[config.mk]
export PLATFORM = sky130hd
export DESIGN_NAME = idu_ctrl
export DESIGN_NICKNAME = d
export VERILOG_FILES = /design/src/rtl/idu_ctrl.sv
export SDC_FILE = /design/constraint.sdc
export NUM_CORES = 1
export LEC_CHECK = 0
export ABC_AREA = 1
export CAP_MARGIN = 30
export CORE_MARGIN = 1
export CORE_UTILIZATION = 30
export CTS_BUF_LIST = sky130_fd_sc_hd__clkbuf_8
export DETAILED_ROUTE_END_ITERATION = 10
export DONT_BUFFER_PORTS = 1
export PLACE_DENSITY = 0.54
export SYNTH_ARGS = -nofsm -noshare
export SYNTH_HDL_FRONTEND = slang
export SYNTH_SLANG_ARGS = --single-unit
[constraint.sdc]
create_clock -name clk -period 6.9 [get_ports clk]
set_input_delay 1.035 -clock clk [delete_from_list [all_inputs] [get_ports clk]]
set_output_delay 1.035 -clock clk [all_outputs]
set_load 0.05 [all_outputs]
[src/rtl/idu_ctrl.sv]
// Instruction decode buffer: 2-entry FIFO between fetch and execute that decodes
// RV32I instruction type and immediate on enqueue and presents the head entry.
module idu_ctrl (
    input  logic        clk,
    input  logic        rst,
    input  logic        in_valid,
    output logic        in_ready,
    input  logic [31:0] in_inst,
    input  logic [31:0] in_pc,
    input  logic        flush,
    output logic        out_valid,
    input  logic        out_ready,
    output logic [31:0] out_inst,
    output logic [31:0] out_pc,
    output logic [31:0] out_imm,
    output logic [5:0]  out_type,
    output logic        out_illegal
);

    localparam logic [5:0] TYPE_R = 6'b000001;
    localparam logic [5:0] TYPE_I = 6'b000010;
    localparam logic [5:0] TYPE_S = 6'b000100;
    localparam logic [5:0] TYPE_B = 6'b001000;
    localparam logic [5:0] TYPE_U = 6'b010000;
    localparam logic [5:0] TYPE_J = 6'b100000;

    logic [31:0] inst_q [2];
    logic [31:0] pc_q   [2];
    logic [31:0] imm_q  [2];
    logic [5:0]  type_q [2];
    logic        ill_q  [2];

    logic        head;
    logic        tail;
    logic [1:0]  count;

    logic        push;
    logic        pop;
    logic [31:0] dec_imm;
    logic [5:0]  dec_type;
    logic        dec_ill;

    // Returns {illegal, type, imm}; unknown opcodes (incl. compressed) give illegal with zero type/imm.
    function automatic logic [38:0] decode(input logic [31:0] inst);
        logic [31:0] imm;
        logic [5:0]  typ;
        logic        ill;
        imm = '0;
        typ = '0;
        ill = 1'b0;
        case (inst[6:0])
            7'b0010011, 7'b0000011, 7'b1100111, 7'b1110011: begin
                typ = TYPE_I;
                imm = {{20{inst[31]}}, inst[31:20]};
            end
            7'b0100011: begin
                typ = TYPE_S;
                imm = {{20{inst[31]}}, inst[31:25], inst[11:7]};
            end
            7'b1100011: begin
                typ = TYPE_B;
                imm = {{19{inst[31]}}, inst[31], inst[7], inst[30:25], inst[11:8], 1'b0};
            end
            7'b0110111, 7'b0010111: begin
                typ = TYPE_U;
                imm = {inst[31:12], 12'b0};
            end
            7'b1101111: begin
                typ = TYPE_J;
                imm = {{11{inst[31]}}, inst[31], inst[19:12], inst[20], inst[30:21], 1'b0};
            end
            7'b0110011: typ = TYPE_R;
            default:    ill = 1'b1;
        endcase
        return {ill, typ, imm};
    endfunction

    assign {dec_ill, dec_type, dec_imm} = decode(in_inst);

    assign in_ready  = (count < 2'd2);
    assign out_valid = (count != 2'd0);
    assign push      = in_valid & in_ready & ~flush;
    assign pop       = out_valid & out_ready & ~flush;

    always_ff @(posedge clk or posedge rst) begin
        if (rst) begin
            head  <= 1'b0;
            tail  <= 1'b0;
            count <= 2'd0;
            for (int i = 0; i < 2; i++) begin
                inst_q[i] <= '0;
                pc_q[i]   <= '0;
                imm_q[i]  <= '0;
                type_q[i] <= '0;
                ill_q[i]  <= 1'b0;
            end
        end else if (flush) begin
            head  <= 1'b0;
            tail  <= 1'b0;
            count <= 2'd0;
        end else begin
            if (push) begin
                inst_q[tail] <= in_inst;
                pc_q[tail]   <= in_pc;
                imm_q[tail]  <= dec_imm;
                type_q[tail] <= dec_type;
                ill_q[tail]  <= dec_ill;
                tail         <= ~tail;
            end
            if (pop) begin
                head <= ~head;
            end
            // Simultaneous push and pop leaves the occupancy unchanged.
            case ({push, pop})
                2'b10:   count <= count + 2'd1;
                2'b01:   count <= count - 2'd1;
                default: count <= count;
            endcase
        end
    end

    assign out_inst    = inst_q[head];
    assign out_pc      = pc_q[head];
    assign out_imm     = imm_q[head];
    assign out_type    = type_q[head];
    assign out_illegal = ill_q[head];

endmodule

==> out/metrics.csv <==
metric,value,unit
row cnt,65,
Post-synth EDFFs,0,
max cap viols,0,
synthesized area per cell,7.71,µm²
post-route minimum period,4.15,ns
most frequent cells in the layout,"nand2_1 (654), dfrtp_1 (209), o21ai_0 (128)",
Post-DP HPWL,18.6,mm
GRT Overall Usage,17.5,%
Die ar.,32900,µm²
R2R depth,6,
P per Cell Area,426,nW/µm²
layout cells sized above 1,9.09,%
remaining global-route overflow,0,
Synth Warn #,0,
Max clock buf depth,3,
"Hold Vio Cnt, Final",0,
Post-Synthesis Cells,1251,
"FF+latch count, synth",210,
Syn Nets,1320,
Slew HR,35.0,%
cell area after synthesis,9650,µm²
final antenna-violating net count,0,
via count,7792,
Avg WL per Cell,16.9,µm
# hold bufs at CTS,0,
Peak VDD IR,0.000147,V
# H-tree levels,2,
worst r2r src,count[1],
Die Width,181,µm
DRC Markers,0,
fill count,3343,
Worst Path Arrival,3.12,ns
first-pass GRT wire length,44.9,mm
clk_skew,0.0109,ns
CTS root buf,clkbuf_8,
WS Path Type,register to output pin,
post-synthesis async set-or-reset flop share,100,%
Worst Path Required,5.86,ns
diode count,0,
number of global-route vias before repair,7791,
CTS Buf Count,40,
"leading cell type in the layout, fill and taps excluded",nand2_1,
initial core utilization,30.6,%
Setup crit end kind,output pin,
FMAX,241,MHz
Setup Viol. Count Final,0,
Worst Max-Slew Pin Slew,0.969,ns
Synth cell types,24,
register area share after synthesis,54.5,%
gpl congestion,0.812,
status,completed,
Hold WC Path Type,input pin to asynchronous set/reset pin,
r2r endpoint,inst_q[6],
clock transition at the registers of the reported paths,0.06,ns
# nets final,1304,
clk sink count,210,
Core Region,31600,µm²
Multi-input gate area,3760,µm²
Hold WS,0.307,ns
Final TNS setup,0,ns
FF+latch area,5260,µm²
Die Span Y,181,µm
CTS tree,done,
LEAKAGE,5.96,nW
Pre-Repair DR Iteration Count,4,
Worst-Skew Late Latency,0.54,ns
I/O Pins,174,
Final Cycle Share,60.2,%
Pins Over Slew Limit,0,
RSZ-0062 raised after global routing,false,
Synth Flop Type,dfrtp_1,
area grow syn2layout,12.3,%
IO Port Bufs,0,
worst-path fanout max,57,
largest net degree at the start of global routing,115,
crit path launch type,register,
initial antenna violation count,0,
R2R Setup Slk,4.34,ns
# resized after CTS,0,
Vias/cell,4.67,
initial DRC count,482,
postcts setup bufs,0,
total wire length,28.2,mm
## layer usage
metal / vias to the layer above / share of wire (%) / track usage, %
li1: 3835 / - / -
met1: 3672 / 45 / 23.1
met2: 228 / 44 / 26.9
met3: 57 / 8.5 / 5.79
met4: 0 / 2.7 / 5.66
met5: - / 0 / 0
## per-stage QoR
| stage | instance area (µm²) | setup slack (ns) | power (mW) | utilization [%] | instances |
|---|---|---|---|---|---|
| final | 10800 | 2.75 | 4.62 | 34.3 | 1667 |
| after global routing | 10800 | 2.54 | 4.90 | 34.3 | 1667 |
| after CTS | 10800 | 2.64 | 4.68 | 34.3 | 1667 |
| after detailed placement | 9950 | 3.22 | 3.33 | 31.5 | 1595 |
| after global placement | 9890 | 2.76 | 3.29 | 31.3 | 1591 |
| after floorplan | 9650 | 0.127 | 3.08 | - | 1251 |
## sequential cells by signal (all words and copies together), names as in the netlist
name / flops
inst_q: 64
ill_q: 2
head: 1
count: 2
pc_q: 64
type_q: 12
imm_q: 64
tail: 1
## power breakdown
part / switching [mW] / internal, mW
clock: 0.548 / 0.773
sequential: 0.228 / 1.60
combinational: 1.21 / 0.260
total: 1.99 / 2.63
## worst max-delay path by stage
stage | from | end | slack, ns | cells past startpoint
after floorplan | rst | count[0] | 0.13 | 1
after global placement | head | out_type[2] | 2.76 | 2
after detailed placement | head | out_type[2] | 3.22 | 3
after CTS | head | out_type[2] | 2.64 | 3
after global routing | head | out_type[2] | 2.54 | 3
final | head | out_type[2] | 2.75 | 3
## critical path, stage by stage (launching register included)
cell and delay, ns:
dfrtp_4 0.85, clkinv_2 0.54, buf_12 0.34, o21ai_1 0.78
## logic make-up (layout without fill, tap and decap cells)
group / Yosys count / in the layout / share of synthesized area (%)
simple gates: 732 / 732 / 30.7
flops: 210 / 210 / 54.5
compound gates: 157 / 157 / 8.21
buf+inv: 152 / 166 / 6.58
## cells in the mapped netlist, types with 6 or more instances
library cell	number	area, µm²
buf_2	30	150
clkbuf_1	34	128
dfrtp_1	210	5260
inv_1	77	289
inv_2	6	22.5
nand2_1	654	2450
nand2_2	10	62.6
nand3_1	31	155
nand3_2	15	150
nor2_1	13	48.8
o21ai_0	136	681
o21ai_1	14	70.1
## final cells by class
class | count | share of cell area (%)
sequential | 210 | 48.6
multi-input combinational | 889 | 34.7
clock buffer | 54 | 6.86
tap | 402 | 4.64
inverter | 83 | 2.96
clock inverter | 18 | 1.25
timing repair buffer | 11 | 1.06
Power figures use the tool's default switching activity.
